File: config.mk
export PLATFORM = sky130hd
export DESIGN_NAME = usb_rx_pkt_flat
export DESIGN_NICKNAME = d
export VERILOG_FILES = /design/src/rtl/usb_rx_pkt_if.sv /design/src/rtl/usb_rx_pkt.sv /design/src/flat_wrapper.sv
export SDC_FILE = /design/constraint.sdc
export NUM_CORES = 1
export LEC_CHECK = 0
export CAP_MARGIN = 15
export CORE_UTILIZATION = 50
export CTS_CLUSTER_SIZE = 8
export DETAILED_ROUTE_END_ITERATION = 10
export PLACE_DENSITY = 0.76
export REMOVE_ABC_BUFFERS = 1
export SYNTH_ARGS = -nofsm -noshare
export SYNTH_HDL_FRONTEND = slang
export SYNTH_SLANG_ARGS = --single-unit
export TNS_END_PERCENT = 20
File: constraint.sdc
create_clock -name clk -period 2.7 [get_ports clk]
set_input_delay 0.675 -clock clk [delete_from_list [all_inputs] [get_ports clk]]
set_output_delay 0.675 -clock clk [all_outputs]
set_load 0.05 [all_outputs]
File: src/rtl/usb_rx_pkt_if.sv
// PHY receive strobes in, decoded packet results out.
// Handshake: rx_data is consumed on every clock edge where rx_active and
// rx_valid are both high; there is no ready/backpressure toward the PHY.
// Downstream pulses (pid_valid, data_valid, pkt_done) last one cycle each and
// cannot be stalled.
interface usb_rx_pkt_if;
  logic       rx_active;
  logic       rx_valid;
  logic [7:0] rx_data;
  logic       rx_error;
  logic [3:0] pid_out;
  logic       pid_valid;
  logic [7:0] data_out;
  logic       data_valid;
  logic       pkt_done;
  logic       pkt_ok;
  logic       pid_err;
  logic       len_err;
  logic       rx_err;
  logic [7:0] byte_cnt;

  // PHY/driver side
  modport master (
    output rx_active, rx_valid, rx_data, rx_error,
    input  pid_out, pid_valid, data_out, data_valid, pkt_done, pkt_ok,
           pid_err, len_err, rx_err, byte_cnt
  );

  // Packet engine side
  modport slave (
    input  rx_active, rx_valid, rx_data, rx_error,
    output pid_out, pid_valid, data_out, data_valid, pkt_done, pkt_ok,
           pid_err, len_err, rx_err, byte_cnt
  );
endinterface

File: src/rtl/usb_rx_pkt.sv
// USB receive packet engine: PID decode, payload forwarding through a
// 2-byte hold-back (so the trailing CRC16 is never forwarded), CRC16 check
// and one status strobe per packet.
module usb_rx_pkt #(
  parameter int MAX_LEN = 64
) (
  input  logic          clk,
  input  logic          reset,
  usb_rx_pkt_if.slave   bus,
  output logic [1:0]    fsm_state
);

  typedef enum logic [1:0] {IDLE = 2'd0, PID = 2'd1, DATA = 2'd2, ERR = 2'd3} state_t;

  // Post-PID byte count at which a data packet is over length (payload + 2 CRC).
  localparam logic [8:0] LEN_LIMIT = 9'(MAX_LEN + 2);

  state_t      state;
  logic        rx_active_q;
  logic [15:0] crc;
  logic [7:0]  hold0;
  logic [7:0]  hold1;
  logic [1:0]  hold_cnt;
  logic [8:0]  post_cnt;
  logic        no_payload;
  logic        end_len_err;
  logic        end_ok;

  assign fsm_state = state;

  // Reflected CRC16 (poly 0x8005 reflected = 0xA001), LSB first.
  function automatic logic [15:0] crc_upd(input logic [15:0] c_in, input logic [7:0] d);
    logic [15:0] c;
    logic        fb;
    c = c_in;
    for (int i = 0; i < 8; i++) begin
      fb = c[0] ^ d[i];
      c  = c >> 1;
      if (fb) c = c ^ 16'hA001;
    end
    return c;
  endfunction

  // End-of-packet verdict; too-short data packets and a missing PID count as length errors.
  always_comb begin
    end_len_err = bus.len_err;
    end_ok      = 1'b0;
    if (state == PID) end_len_err = 1'b1;
    if (state == DATA && !no_payload && post_cnt < 9'd2) end_len_err = 1'b1;
    end_ok = !bus.pid_err && !bus.rx_err && !end_len_err &&
             (no_payload || crc == 16'hB001);
  end

  // Packet FSM with registered outputs.
  always_ff @(posedge clk) begin
    if (!reset) begin
      state          <= IDLE;
      rx_active_q    <= 1'b1;
      crc            <= 16'hFFFF;
      hold0          <= 8'd0;
      hold1          <= 8'd0;
      hold_cnt       <= 2'd0;
      post_cnt       <= 9'd0;
      no_payload     <= 1'b0;
      bus.pid_out    <= 4'd0;
      bus.pid_valid  <= 1'b0;
      bus.data_out   <= 8'd0;
      bus.data_valid <= 1'b0;
      bus.pkt_done   <= 1'b0;
      bus.pkt_ok     <= 1'b0;
      bus.pid_err    <= 1'b0;
      bus.len_err    <= 1'b0;
      bus.rx_err     <= 1'b0;
      bus.byte_cnt   <= 8'd0;
    end else begin
      rx_active_q    <= bus.rx_active;
      bus.pid_valid  <= 1'b0;
      bus.data_valid <= 1'b0;
      bus.pkt_done   <= 1'b0;
      if (state == IDLE) begin
        if (bus.rx_active && !rx_active_q) begin
          state        <= PID;
          bus.pkt_ok   <= 1'b0;
          bus.pid_err  <= 1'b0;
          bus.len_err  <= 1'b0;
          bus.rx_err   <= 1'b0;
          bus.byte_cnt <= 8'd0;
          crc          <= 16'hFFFF;
          hold_cnt     <= 2'd0;
          post_cnt     <= 9'd0;
          no_payload   <= 1'b0;
        end
      end else if (!bus.rx_active) begin
        // End of packet: hold-back contents are simply dropped.
        state        <= IDLE;
        bus.pkt_done <= 1'b1;
        bus.len_err  <= end_len_err;
        bus.pkt_ok   <= end_ok;
        hold_cnt     <= 2'd0;
      end else if (bus.rx_error) begin
        state      <= ERR;
        bus.rx_err <= 1'b1;
      end else if (bus.rx_valid) begin
        case (state)
          PID: begin
            if (bus.rx_data[7:4] != ~bus.rx_data[3:0]) begin
              bus.pid_err <= 1'b1;
              state       <= ERR;
            end else begin
              bus.pid_out   <= bus.rx_data[3:0];
              bus.pid_valid <= 1'b1;
              case (bus.rx_data[3:0])
                4'h3, 4'hB, 4'h7, 4'hF: state <= DATA;
                4'h2, 4'hA, 4'hE, 4'h6: begin
                  state      <= DATA;
                  no_payload <= 1'b1;
                end
                default: begin
                  bus.pid_err <= 1'b1;
                  state       <= ERR;
                end
              endcase
            end
          end
          DATA: begin
            if (no_payload || post_cnt == LEN_LIMIT) begin
              bus.len_err <= 1'b1;
              state       <= ERR;
            end else begin
              post_cnt <= post_cnt + 9'd1;
              crc      <= crc_upd(crc, bus.rx_data);
              case (hold_cnt)
                2'd0: begin
                  hold0    <= bus.rx_data;
                  hold_cnt <= 2'd1;
                end
                2'd1: begin
                  hold1    <= bus.rx_data;
                  hold_cnt <= 2'd2;
                end
                default: begin
                  bus.data_out   <= hold0;
                  bus.data_valid <= 1'b1;
                  bus.byte_cnt   <= bus.byte_cnt + 8'd1;
                  hold0          <= hold1;
                  hold1          <= bus.rx_data;
                end
              endcase
            end
          end
          default: ;  // ERR: bytes ignored until rx_active drops
        endcase
      end
    end
  end

endmodule
File: src/flat_wrapper.sv
// flat-port wrapper written by rule: the top's interface ports become plain ports
module usb_rx_pkt_flat 
#(
  parameter int MAX_LEN = 64
)
  (clk, reset, fsm_state, bus_rx_active, bus_rx_valid, bus_rx_data, bus_rx_error, bus_pid_out, bus_pid_valid, bus_data_out, bus_data_valid, bus_pkt_done, bus_pkt_ok, bus_pid_err, bus_len_err, bus_rx_err, bus_byte_cnt);
  usb_rx_pkt_if bus_i ();
  input  logic clk;
  input  logic reset;
  output logic [1:0] fsm_state;
  input wire logic [$bits(bus_i.rx_active)-1:0] bus_rx_active;
  input wire logic [$bits(bus_i.rx_valid)-1:0] bus_rx_valid;
  input wire logic [$bits(bus_i.rx_data)-1:0] bus_rx_data;
  input wire logic [$bits(bus_i.rx_error)-1:0] bus_rx_error;
  output wire logic [$bits(bus_i.pid_out)-1:0] bus_pid_out;
  output wire logic [$bits(bus_i.pid_valid)-1:0] bus_pid_valid;
  output wire logic [$bits(bus_i.data_out)-1:0] bus_data_out;
  output wire logic [$bits(bus_i.data_valid)-1:0] bus_data_valid;
  output wire logic [$bits(bus_i.pkt_done)-1:0] bus_pkt_done;
  output wire logic [$bits(bus_i.pkt_ok)-1:0] bus_pkt_ok;
  output wire logic [$bits(bus_i.pid_err)-1:0] bus_pid_err;
  output wire logic [$bits(bus_i.len_err)-1:0] bus_len_err;
  output wire logic [$bits(bus_i.rx_err)-1:0] bus_rx_err;
  output wire logic [$bits(bus_i.byte_cnt)-1:0] bus_byte_cnt;
  assign bus_i.rx_active = bus_rx_active;
  assign bus_i.rx_valid = bus_rx_valid;
  assign bus_i.rx_data = bus_rx_data;
  assign bus_i.rx_error = bus_rx_error;
  assign bus_pid_out = bus_i.pid_out;
  assign bus_pid_valid = bus_i.pid_valid;
  assign bus_data_out = bus_i.data_out;
  assign bus_data_valid = bus_i.data_valid;
  assign bus_pkt_done = bus_i.pkt_done;
  assign bus_pkt_ok = bus_i.pkt_ok;
  assign bus_pid_err = bus_i.pid_err;
  assign bus_len_err = bus_i.len_err;
  assign bus_rx_err = bus_i.rx_err;
  assign bus_byte_cnt = bus_i.byte_cnt;
  usb_rx_pkt #(.MAX_LEN(MAX_LEN)) u_core (.clk(clk), .reset(reset), .bus(bus_i), .fsm_state(fsm_state));
endmodule
==> results.tsv, run 1 <==
metric	value	unit
status	complete, but fails checks	
violations	design-rule violations	
stdcell_area	4240	sq um
grt_max_degree	36	
track_usage	0.231	
hold_class	flip-flop to flip-flop	
dpl.hpwl	5.59	mm
finClkSkew	9.99	ps
dieArea	7140	sq um
cts_made_buffers	9	
crit_buf_inv	1	
hold_depth	2	
cp-end-kind	flip-flop	
peakVddDrop	0.392	mV
dpl_cell_area	4070	sq um
cts_tree	done	
crit_top_cell	xnor2_1	
synthMuxAreaShare	0.0648	
yosysSeqAreaShare	0.436	
h-tree-depth	3	
gp_congestion	0.909	
n_antenna_cell	0	
drive_above_1_share	0.129	
cp.required	2900	ps
detail-route-antenna-nets	0	
path_cells	clkdlybuf4s50_1 -> xnor2_1 -> xnor2_1 -> xnor3_2 -> xor2_1 -> xnor2_1 -> o211ai_2	
core_area	6460	sq um
clk_path_buf_depth	2	
post_cts_buffers	0	
crit_fanout	4	
synth_edf_count	0	
fin_nets	468	
via_per_inst	5.49	
grt_pass1_vias	2702	
cp_num_cells	7	
setup_viol	0	
num_rows	29	
fin_crit_sh	0.912	
portBuffers	41	
synth_warnings	0	
synthTopCellsByCount	dfxtp_1 (74), nor2_1 (69), nand2_1 (43)	
r2r_cells	6	
postSynth.asyncResetShare	0	
synth-adder-area-share	0.0110	
drv_slew	0	
finalWorstSetupSlack	236	ps
max-cap-violations	0	
slowest_stage	clkdlybuf4s50_1	
timing.slew.headroom	0.453	
tightest_slew	818	ps
powerDensity	555	nW/um^2
ys_types	48	
routedWlPerCell	14.4	um
max_stage_delay	500	ps
wl	7.67	mm
drtPass1Iterations	9	
die_height	84.5	um
synth_compound_area_frac	0.116	
synth_top_area_cell	dfxtp_1	
synth_top_family_by_area	simple AND/OR/NAND/NOR gates	
cts_hold_buffers	0	
synth.avg_cell_area	8.76	sq um
netlist_area	3400	sq um
cts_resized	0	
yosysMostFrequentCell	dfxtp_1	
io_pins	42	
antenna_found_initial	0	
clk_latency	360	ps
cts.sinks	74	
pre_cts_ws	-83.8	ps
crit_type	primary input to flip-flop	
critPathTopFamily	XOR/XNOR gates	
synth_ff_type	dfxtp_1	
hold_viol	0	
overflow	0	
post-route-util	0.657	
synth-simple-area-share	0.227	
route.detailed.drc	2	
p_leak	1.64	nW
rsz0062_at_grt	false	
clockRootBuffer	clkbuf_8	
synthTopCellsByArea	dfxtp_1 (44%), nor2_1 (7.6%), mux2i_1 (6.5%)	
cp.arrival	2660	ps
synth_top_area_frac	0.436	
grt_pass1_wl	12.9	mm
start_kind	primary input	
hold_slack	491	ps
ys_seq_elements	74	
synthCells	388	
start_util	0.527	
drt_iter0_markers	158	
fin_crit	2460	ps
via_count	2928	
area_growth	24.7	%
synthXorXnorAreaFrac	0.110	
die_x	84.5	um
fmax	406	MHz
cts.reportedPaths.clkPinSlew	70	ps
==> cells in the final DEF (no fill, tap or decap), types with 3 or more instances in the layout <==
cell type,instances
a21oi_1,16
clkinv_2,3
dfxtp_1,74
mux2i_1,22
nand4_1,6
nand3_1,14
nor3_1,10
inv_1,5
ha_1,3
and4_1,3
nand2_1,43
clkbuf_8,11
nor2b_1,3
xor2_1,19
clkdlybuf4s50_1,41
xnor2_1,14
a311oi_1,8
nor2_1,69
buf_4,30
o21ai_0,22
a41oi_1,4
==> sequential cells by signal (all words and copies together) (netlist names), 2 cells and up <==
signal	cells
u_core.hold1	8
u_core.bus.data_out	8
u_core.hold_cnt	2
u_core.fsm_state	2
u_core.crc	16
u_core.bus.byte_cnt	8
u_core.hold0	8
u_core.post_cnt	9
u_core.bus.pid_out	4
==> power by group <==
group	switching (mW)	total [mW]	internal, mW
logic	0.248	0.444	0.197
clock network	0.387	0.762	0.374
registers	0.0308	1.15	1.12
total	0.666	2.36	1.69
==> area by class of cell <==
cell class	count	area, sq um
clock buffer	12	155
clock inverter	3	15.0
fill	549	2220
inverter	5	18.8
multi-input combinational	289	1800
sequential	74	1480
tap	77	96.3
timing repair buffer	73	676
==> routing by layer <==
metal | wire, um | global-route usage | up-vias
li1 | - | - | 1467
met1 | 3720 | 0.324 | 1351
met2 | 3370 | 0.344 | 99
met3 | 472 | 0.0570 | 11
met4 | 109 | 0.0878 | 0
met5 | 0 | 0 | -
==> path summary, 6_finish.rpt <==
check / start / slack (ps) / end
worst min-delay path: u_core.crc[12] / 490 / u_core.crc[4]
worst max-delay path: bus_rx_data[4] / 240 / u_core.crc[0]
worst max register to register: u_core.post_cnt[4] / 640 / u_core.crc[12]
worst min register to register: u_core.crc[12] / 490 / u_core.crc[4]
==> metrics by stage <==
stage,std cells,total power [mW],TNS [ps]
after floorplan,368,1.43,0
after global placement,518,1.60,-15.5
after detailed placement,518,1.61,-83.8
after CTS,533,2.37,0
after global routing,533,2.46,0
final,533,2.36,0
==> logic make-up (layout without fill, tap and decap cells) <==
group | Yosys count | after routing
AND/OR/NAND/NOR | 167 | 167
flip-flops | 74 | 74
AO/OA/AOI/OAI | 60 | 60
XOR/XNOR | 37 | 37
buffers and inverters | 25 | 93
multiplexers | 22 | 22
adder cells (fa/ha/maj) | 3 | 3
==> worst register-to-register path, delay by kind of cell, from the launching register on <==
family	cells	cell delay [ps]
DFF	1	340
and+or+nand+nor	3	720
AOI/OAI and AO/OA	2	650
buffers and inverters	1	280
Note: power is estimated with default switching activity, not from simulation.
==> run 2, diff against run 1 <==
--- a/config.mk
+++ b/config.mk
@@ -7,6 +7,7 @@
 export LEC_CHECK = 0
 export CAP_MARGIN = 15
 export CORE_UTILIZATION = 50
+export CTS_BUF_LIST = sky130_fd_sc_hd__clkbuf_2 sky130_fd_sc_hd__clkbuf_4 sky130_fd_sc_hd__clkbuf_8
 export CTS_CLUSTER_SIZE = 8
 export DETAILED_ROUTE_END_ITERATION = 10
 export PLACE_DENSITY = 0.76
==> run 2 against run 1 <==
The flow still finishes with violations (design-rule violations). Global-route usage is 0.15 points higher. Via count did not move. First-iteration DRC count decreased by 5.7%. Combinational power is essentially flat. Die area did not move. Critical endpoint unchanged. Largest cell class unchanged.
==> results.tsv, run 2 (synthesized netlist as in run 1, its figures left out) <==
metric	value	unit	change
grt_pass1_wl	13.0	mm	+0.48%
io_pins	42		unchanged
dpl.hpwl	5.59	mm	unchanged
core_area	6460	sq um	unchanged
setup_viol	0		unchanged
via_count	2928		unchanged
status	complete, but fails checks		
area_growth	24.8	%	about the same
mostFrequentLayoutCell	dfxtp_1		
p_int	1.70	mW	+0.60%
die_x	84.5	um	unchanged
max-cap-violations	0		unchanged
final-instance-count-excl-fill	533		unchanged
peakVddDrop	0.391	mV	-0.20%
violations	design-rule violations		
via_per_inst	5.49		unchanged
timing.slew.headroom	0.442		-0.0106
finClkSkew	10.1	ps	+0.143 ps
antenna_found_initial	0		unchanged
cp.required	2890	ps	about the same
start_util	0.527		unchanged
top_register	u_core.crc		
largest_reg_flops	16		unchanged
cts.reportedPaths.clkPinSlew	70	ps	about the same
start_kind	primary input		
detail-route-antenna-nets	0		unchanged
switchingPower	0.664	mW	-0.23%
tightest_slew	834	ps	+15.9 ps
grt_pass1_vias	2695		-0.26%
finalPower	2.36	mW	+0.36%
overflow	0		unchanged
crit_fanout	4		unchanged
cp-end-kind	flip-flop		
p_seq_frac	0.486		-0.002
drv_slew	0		unchanged
power_frac_comb	0.188		about the same
fin_nets	468		unchanged
num_rows	29		unchanged
die_height	84.5	um	unchanged
dp.cells	518		unchanged
dieArea	7140	sq um	unchanged
most-common-layout-cells	dfxtp_1 (74), nor2_1 (69), nand2_1 (43)		
clockRootBuffer	clkbuf_8		
cp.arrival	2670	ps	about the same
rsz0062_at_grt	false		
cts_made_buffers	9		unchanged
crit_type	primary input to flip-flop		
hold_slack	490	ps	-0.911 ps
clkPwrFrac	0.326		+0.003
track_usage	0.232		+0.00147
grt_max_degree	36		unchanged
drt_iter0_markers	149		-5.7%
n_antenna_cell	0		unchanged
routedWlPerCell	14.4	um	about the same
fin_crit_sh	0.915		+0.00255
post-route-util	0.657		about the same
post_cts_buffers	0		unchanged
p_leak	1.64	nW	+0.21%
cts.sinks	74		unchanged
clk_path_buf_depth	2		unchanged
pre_cts_ws	-83.8	ps	unchanged
fmax	405	MHz	-0.28%
clk_latency	350	ps	about the same
portBuffers	41		unchanged
powerDensity	557	nW/um^2	+0.27%
hold_class	flip-flop to flip-flop		
gp_congestion	0.909		unchanged
route.detailed.drc	2		unchanged
drtPass1Iterations	10		+1
hold_viol	0		unchanged
top_regs	u_core.crc (16), u_core.post_cnt (9)		
wl	7.67	mm	about the same
h-tree-depth	3		unchanged
stdcell_area	4240	sq um	about the same
finalWorstSetupSlack	230	ps	-6.89 ps
final.setup.tns	0	ps	unchanged
fillers	551		+0.36%
fin_crit	2470	ps	+6.89 ps
drive_above_1_share	0.132		+0.00219
cts_hold_buffers	0		unchanged
cts_tree	done		
cts_resized	0		unchanged
p_sw_frac	0.281		-0.00168
dpl_cell_area	4070	sq um	unchanged
run 2: cell count changes in the layout (fill, tap and decap cells not counted):
cell	previous run	this run
clkbuf_1	1	0
clkbuf_4	0	1
run 2: worst paths after layout:
check | end | depth (start not counted) | start | slack, ps
worst max-delay path | u_core.crc[0] | 7 | bus_rx_data[4] | 230
worst min-delay path | u_core.crc[4] | 2 | u_core.crc[12] | 490
worst max register to register | u_core.crc[12] | 6 | u_core.post_cnt[4] | 630
worst min register to register | u_core.crc[4] | 2 | u_core.crc[12] | 490
run 2: power by group through the flow:
stage | Clock (mW) | Combinational, mW | Sequential, mW
after floorplan | 0 | 0.223 | 1.21
after global placement | 0 | 0.429 | 1.17
after detailed placement | 0 | 0.435 | 1.17
after CTS | 0.790 | 0.438 | 1.15
after global routing | 0.851 | 0.474 | 1.15
final | 0.770 | 0.444 | 1.15
run 2: critical path, stage by stage:
cell	delay, ps
clkdlybuf4s50_1	500
xnor2_1	280
xnor2_1	180
xnor3_2	480
xor2_1	270
xnor2_1	190
o211ai_2	90
run 2: layout make-up:
class,count,area (sq um),area share
Multi-Input combinational cell,289,1800,0.424
Sequential cell,74,1480,0.349
Timing Repair Buffer,73,676,0.159
Clock buffer,12,159,0.0374
Tap cell,77,96.3,0.0227
Inverter,5,18.8,0.00442
Clock inverter,3,15.0,0.00354
run 2: layer usage:
layer,global-route usage,up-vias,share of wire
met1,0.328,1365,0.49
li1,-,1465,-
met5,0,-,0
met2,0.344,87,0.44
met4,0.0878,0,0.014
met3,0.0570,11,0.057
